<file path="src/rtl/volo_spi_master_gen.sv">
// volo_spi_master_gen: runtime-configurable SPI master, 1..MAX_LEN bits, all CPOL/CPHA modes, NUM_RX lockstep MISO channels
module volo_spi_master_gen #(
  parameter int MAX_LEN = 32,
  parameter int NUM_RX  = 4,
  parameter int DIV_W   = 8
) (
  input  logic                      sys_clk,
  input  logic                      reset_n,
  input  logic                      sys_ce,
  input  logic                      go,
  input  logic [5:0]                xfer_len,
  input  logic [DIV_W-1:0]          clkdiv,
  input  logic                      cpol,
  input  logic                      cpha,
  input  logic                      lsb_first,
  input  logic [MAX_LEN-1:0]        tx_data,
  output logic [NUM_RX*MAX_LEN-1:0] rx_data,
  output logic                      busy,
  output logic                      done,
  output logic [5:0]                curbitnum,
  output logic                      spi_sclk,
  output logic                      spi_mosi,
  output logic                      spi_cs,
  input  logic [NUM_RX-1:0]         spi_miso
);
  typedef enum logic [1:0] {IDLE, LEAD, XFER, TRAIL} state_t;
  state_t state, state_nx;
  logic go_d1, start, hb, lead_e, last, shift_e, bit_e, samp_e;
  logic pol, pha, lsb;
  logic [DIV_W-1:0] cnt, h_l;
  logic [6:0] len, len_in;
  logic [7:0] hp;
  logic [MAX_LEN-1:0] sr, al;
  logic [NUM_RX-1:0][MAX_LEN-1:0] rx_sr;
  always_comb begin
    start   = sys_ce & go & ~go_d1 & (state == IDLE);
    hb      = cnt == h_l;
    len_in  = (xfer_len == 6'd0 || {1'b0, xfer_len} > 7'(MAX_LEN)) ? 7'(MAX_LEN) : {1'b0, xfer_len};
    al      = lsb_first ? tx_data : tx_data << (7'(MAX_LEN) - len_in);
    lead_e  = ~hp[0];
    last    = hp == {len, 1'b0} - 8'd1;
    shift_e = (state == XFER) & hb & (pha ? lead_e : ~lead_e & ~last);
    bit_e   = shift_e & (~pha | (hp != 8'd0));
    samp_e  = (state == XFER) & hb & (pha ^ lead_e);
  end
  always_comb begin
    state_nx = state;
    case (state)
      IDLE:    state_nx = start ? LEAD : IDLE;
      LEAD:    state_nx = hb ? XFER : LEAD;
      XFER:    state_nx = (hb & last) ? TRAIL : XFER;
      TRAIL:   state_nx = hb ? IDLE : TRAIL;
      default: state_nx = IDLE;
    endcase
  end
  always_ff @(posedge sys_clk or negedge reset_n)
    if (!reset_n) state <= IDLE;
    else if (sys_ce) state <= state_nx;
  // sr always holds the next bit to present at its head; mosi is loaded from it
  always_ff @(posedge sys_clk or negedge reset_n) begin
    if (!reset_n) begin
      go_d1     <= 1'b0;
      done      <= 1'b0;
      busy      <= 1'b0;
      spi_cs    <= 1'b1;
      spi_sclk  <= 1'b0;
      spi_mosi  <= 1'b0;
      curbitnum <= '0;
      rx_data   <= '0;
      rx_sr     <= '0;
      sr        <= '0;
      len       <= '0;
      h_l       <= '0;
      cnt       <= '0;
      hp        <= '0;
      pol       <= 1'b0;
      pha       <= 1'b0;
      lsb       <= 1'b0;
    end else if (sys_ce) begin
      go_d1 <= go;
      done  <= 1'b0;
      if (start) begin
        len       <= len_in;
        h_l       <= clkdiv;
        pol       <= cpol;
        pha       <= cpha;
        lsb       <= lsb_first;
        cnt       <= '0;
        hp        <= '0;
        curbitnum <= '0;
        busy      <= 1'b1;
        spi_cs    <= 1'b0;
        spi_sclk  <= cpol;
        rx_sr     <= '0;
        spi_mosi  <= cpha ? 1'b0 : (lsb_first ? al[0] : al[MAX_LEN-1]);
        sr        <= cpha ? al : (lsb_first ? al >> 1 : al << 1);
      end else if (state != IDLE) begin
        cnt <= hb ? '0 : cnt + DIV_W'(1);
        if (state == XFER && hb) begin
          spi_sclk <= ~spi_sclk;
          hp       <= hp + 8'd1;
        end
        if (shift_e) begin
          spi_mosi <= lsb ? sr[0] : sr[MAX_LEN-1];
          sr       <= lsb ? sr >> 1 : sr << 1;
        end
        if (bit_e) curbitnum <= curbitnum + 6'd1;
        if (samp_e)
          for (int k = 0; k < NUM_RX; k++)
            rx_sr[k] <= lsb ? {spi_miso[k], rx_sr[k][MAX_LEN-1:1]} : {rx_sr[k][MAX_LEN-2:0], spi_miso[k]};
        if (state == TRAIL && hb) begin
          busy      <= 1'b0;
          done      <= 1'b1;
          spi_cs    <= 1'b1;
          spi_mosi  <= 1'b0;
          curbitnum <= '0;
          for (int k = 0; k < NUM_RX; k++)
            rx_data[k*MAX_LEN +: MAX_LEN] <= lsb ? rx_sr[k] >> (7'(MAX_LEN) - len) : rx_sr[k];
        end
      end
    end
  end
endmodule

</file>
<file path="config.mk">
export PLATFORM = sky130hd
export DESIGN_NAME = volo_spi_master_gen
export DESIGN_NICKNAME = d
export VERILOG_FILES = /design/src/rtl/volo_spi_master_gen.sv
export SDC_FILE = /design/constraint.sdc
export NUM_CORES = 1
export LEC_CHECK = 0
export CAP_MARGIN = 5
export CORE_UTILIZATION = 62
export CTS_BUF_LIST = sky130_fd_sc_hd__clkbuf_2
export CTS_CLUSTER_DIAMETER = 200
export DETAILED_ROUTE_END_ITERATION = 6
export PLACE_DENSITY = 0.88
export SYNTH_ARGS = -nofsm -noshare
export SYNTH_HDL_FRONTEND = slang
export SYNTH_SLANG_ARGS = --single-unit
</file>
<file path="constraint.sdc">
create_clock -name sys_clk -period 4.4 [get_ports sys_clk]
set_input_delay 0.88 -clock sys_clk [delete_from_list [all_inputs] [get_ports sys_clk]]
set_output_delay 0.88 -clock sys_clk [all_outputs]
set_load 0.05 [all_outputs]
</file>
==> impl_metrics.ini <==
[outcome]
outcome = finished, violations left
violations = design-rule violations

[detailed_routing]
drt_pass1_iterations = 7
routed-via-count = 26230
route.detailed.vias_per_inst = 7.117
route.final.wire_length_um = 93020
initialDrtViolationCount = 3698
detail_route.wl_per_cell_um = 25.24
route.antenna.remaining_nets = 0
drc_errors = 3

[timing]
max_slew.worst_pin.slew_ns = 1.119
layout_min_cycle_time_ns = 3.750
finalHoldViolCount = 0
max_freq_mhz = 266.6
setup_viol = 0
worst_clock_skew_ns = 0.1090
unrepaired_setup_endpoints_after_global_routing = no
slew_headroom_pct = 25.41
slew_violations = 0
finalCritPeriodShare_pct = 85.23
tns_ns = 0

[power]
vdd_drop_max_uv = 705.9
static-leakage-power_nw = 11.76
power_per_cell_area_nw_per_um2 = 714.6

[cts]
post_cts_resize_count = 0
cts_inserted_buffers = 87
postCtsSetupRepairBufs = 0
cts.clk_slew.worst_paths_ns = 0.12
ctsHtreeMaxLevel = 3
post_cts_hold_buffer_count = 1
cts_sinks = 334
worst_skew_pair.late_latency_ns = 1.09
clk_path_buf_depth = 3
cts-root-buf = sky130_fd_sc_hd__clkbuf_2
cts_tree = done

[yosys]
yosysTopAreaCellShare_pct = 33.14
async_reset_ff_share_pct = 100.0
syn_area_um2 = 25140
ys_types = 79
synth_largest_area_cell = sky130_fd_sc_hd__dfrtp_1
postSynthRegisterBits = 334
ys_seq_area_share_pct = 33.25
synth_fp_nets = 3026
synth_enable_flop_cells = 0
postSynthCellCount = 2963
synth.area.top_cells = sky130_fd_sc_hd__dfrtp_1 33%, sky130_fd_sc_hd__mux4_2 9.3%, sky130_fd_sc_hd__nand2_1 7.7%
synthesis.area_per_instance_um2 = 8.486
ys.warnings.count = 0
postSynth.topFlopCell = sky130_fd_sc_hd__dfrtp_1

[flow_run]
maxCapViolCount = 0

[floorplanning]
ioPinCount = 196
die_h_um = 203.4
design.die.area_um2 = 41360
floorplan.core_area_um2 = 39820
initial_core_util_pct = 63.14
die-width_um = 203.4
placement_rows = 73

[global_route]
grt_antenna_before_repair = 2
globalRouteOverflowTotal = 0
grt_first_pass_wirelength_um = 144300
grt_pass1_vias = 24960
grt_util_all_layers_pct = 44.92
grt_start_max_net_pins = 128

[cells_and_area]
drive_gt1_share_pct = 14.29
fill_cells = 2976
postLayoutCellArea_um2 = 28810
final_net_count = 3166
area_growth_pct = 14.57

[place]
place.detailed.hpwl_um = 65740
globalplace.congestion = 1.073
placement.io_buffers = 195
postPlaceCellArea_um2 = 28010

[setup_path]
crit_path_start_kind = register
timing_worst_setup_path_type = reg -> reg
end_kind = register
timing.critical_path.required_ns = 5.32
ff2ff_path_depth = 11
arrival_time_at_the_worst_endpoint_ns = 4.67
worstPathMaxFanout = 41

[worst_hold_path]
min-delay-path-class = in -> async
==> kinds of logic (layout without fill, tap and decap cells) <==
group	count (synthesis)	after routing	synth area share (%)
buffers and inverters	307	500	4.832
other	0	5	0
muxes	324	324	18.25
AOI/OAI and AO/OA	978	978	25.17
xor gates and xnor gates	31	31	1.164
DFF	334	334	33.25
adders and majority gates	6	6	0.2986
and+or+nand+nor	983	983	17.04
==> worst paths after layout <==
path	endpoint	from	slack, ns
worst max-delay path	rx_data[32]	len[0]	0.65
worst min-delay path	rx_sr[69]	reset_n	0.39
worst max register to register	rx_data[32]	len[0]	0.65
worst min register to register	spi_cs	spi_cs	0.47
max in group asynchronous	rx_data[24]	reset_n	2.89
min in group sys_clk	h_l[6]	clkdiv[6]	0.40
==> report_power, final <==
group          switching [mW]  leakage, nW  internal, mW  total [mW]
Clock                    1.36        0.592         0.923        2.28
Sequential               1.35         4.52          3.88        5.23
Combinational            8.26         6.64          4.81        13.1
==> sequential cells by signal, indices dropped and copies added, names as in the netlist, 2 cells and up <==
signal / flops
rx_sr: 128
hp: 8
curbitnum: 6
h_l: 8
sr: 32
rx_data: 128
state: 2
len: 6
cnt: 8
==> cells in the final DEF, fill, tap and decap left out, types with 50 or more instances in the layout <==
master,synthesis,routed
sky130_fd_sc_hd__a21oi_1,271,271
sky130_fd_sc_hd__buf_4,4,129
sky130_fd_sc_hd__clkbuf_2,1,125
sky130_fd_sc_hd__clkdlybuf4s50_1,0,194
sky130_fd_sc_hd__dfrtp_1,333,331
sky130_fd_sc_hd__mux2i_1,184,184
sky130_fd_sc_hd__mux4_2,104,104
sky130_fd_sc_hd__nand2_1,514,514
sky130_fd_sc_hd__nand3_1,51,50
sky130_fd_sc_hd__nor2_1,196,195
sky130_fd_sc_hd__nor2b_1,90,89
sky130_fd_sc_hd__o21ai_0,208,208
sky130_fd_sc_hd__o31ai_1,137,137
==> per-stage QoR <==
step	std cells	setup slack (ns)	hold WS [ns]	total power, mW	util [%]
after floorplan	2963	0.2504	0.4599	13.87	-
after global placement	3538	0.2021	0.4440	17.42	70.34
after detailed placement	3538	0.1325	0.4545	17.74	70.34
after CTS	3681	0.7801	0.3467	20.03	72.31
after global routing	3682	0.5778	0.3532	21.51	72.31
final	3686	0.6497	0.3861	20.58	72.34
==> layer usage <==
metal  wire length (um)  global-route usage [%]
met1              33710                   56.92
met4               6585                   27.79
met5                  0                       0
met3              10800                   11.03
met2              41920                   69.39
==> synthesized netlist by cell type (all sizes together) (6+ instances only) <==
cell / n
nand2b: 10
nand3: 51
a22o: 11
a31oi: 33
and2: 20
clkbuf: 209
a32oi: 10
a21o: 12
xnor2: 23
a21oi: 273
o311ai: 7
o31ai: 137
mux2i: 184
nor2: 196
o211a: 7
a221oi: 28
o21ai: 211
o21a: 14
buf: 78
inv: 18
dfrtp: 333
a32o: 7
mux2: 36
a21boi: 42
or3: 13
a22oi: 22
xor2: 7
mux4: 104
a211oi: 28
ha: 6
a2bb2oi: 6
a221o: 8
nand2: 514
o211ai: 36
o22ai: 17
o2bb2ai: 13
a211o: 7
nor2b: 90
nor3: 44
and3: 15
nand4: 9
o221ai: 14
==> critical path, cell delays in order (launching register included) <==
cell	delay, ns
sky130_fd_sc_hd__dfrtp_4	0.53
sky130_fd_sc_hd__inv_2	0.09
sky130_fd_sc_hd__ha_4	0.20
sky130_fd_sc_hd__or4b_1	0.52
sky130_fd_sc_hd__buf_4	0.32
sky130_fd_sc_hd__a21oi_1	0.47
sky130_fd_sc_hd__a22oi_1	0.30
sky130_fd_sc_hd__o21ai_0	0.41
sky130_fd_sc_hd__mux2_2	0.28
sky130_fd_sc_hd__a21o_1	0.14
sky130_fd_sc_hd__a21oi_1	0.13
sky130_fd_sc_hd__o21ai_0	0.17
==> final cells by class <==
cell class	count	area, um^2	share of cell area, %
multi-input cells	2322	15730	54.59
flip-flops and latches	334	8367	29.04
repair buffers	338	3196	11.09
well taps	525	656.9	2.280
clock buffers	125	625.6	2.172
clock inverters	17	148.9	0.5169
inverters	20	75.07	0.2606
diodes	5	12.51	0.04343
(Power assumes the default switching activity.)
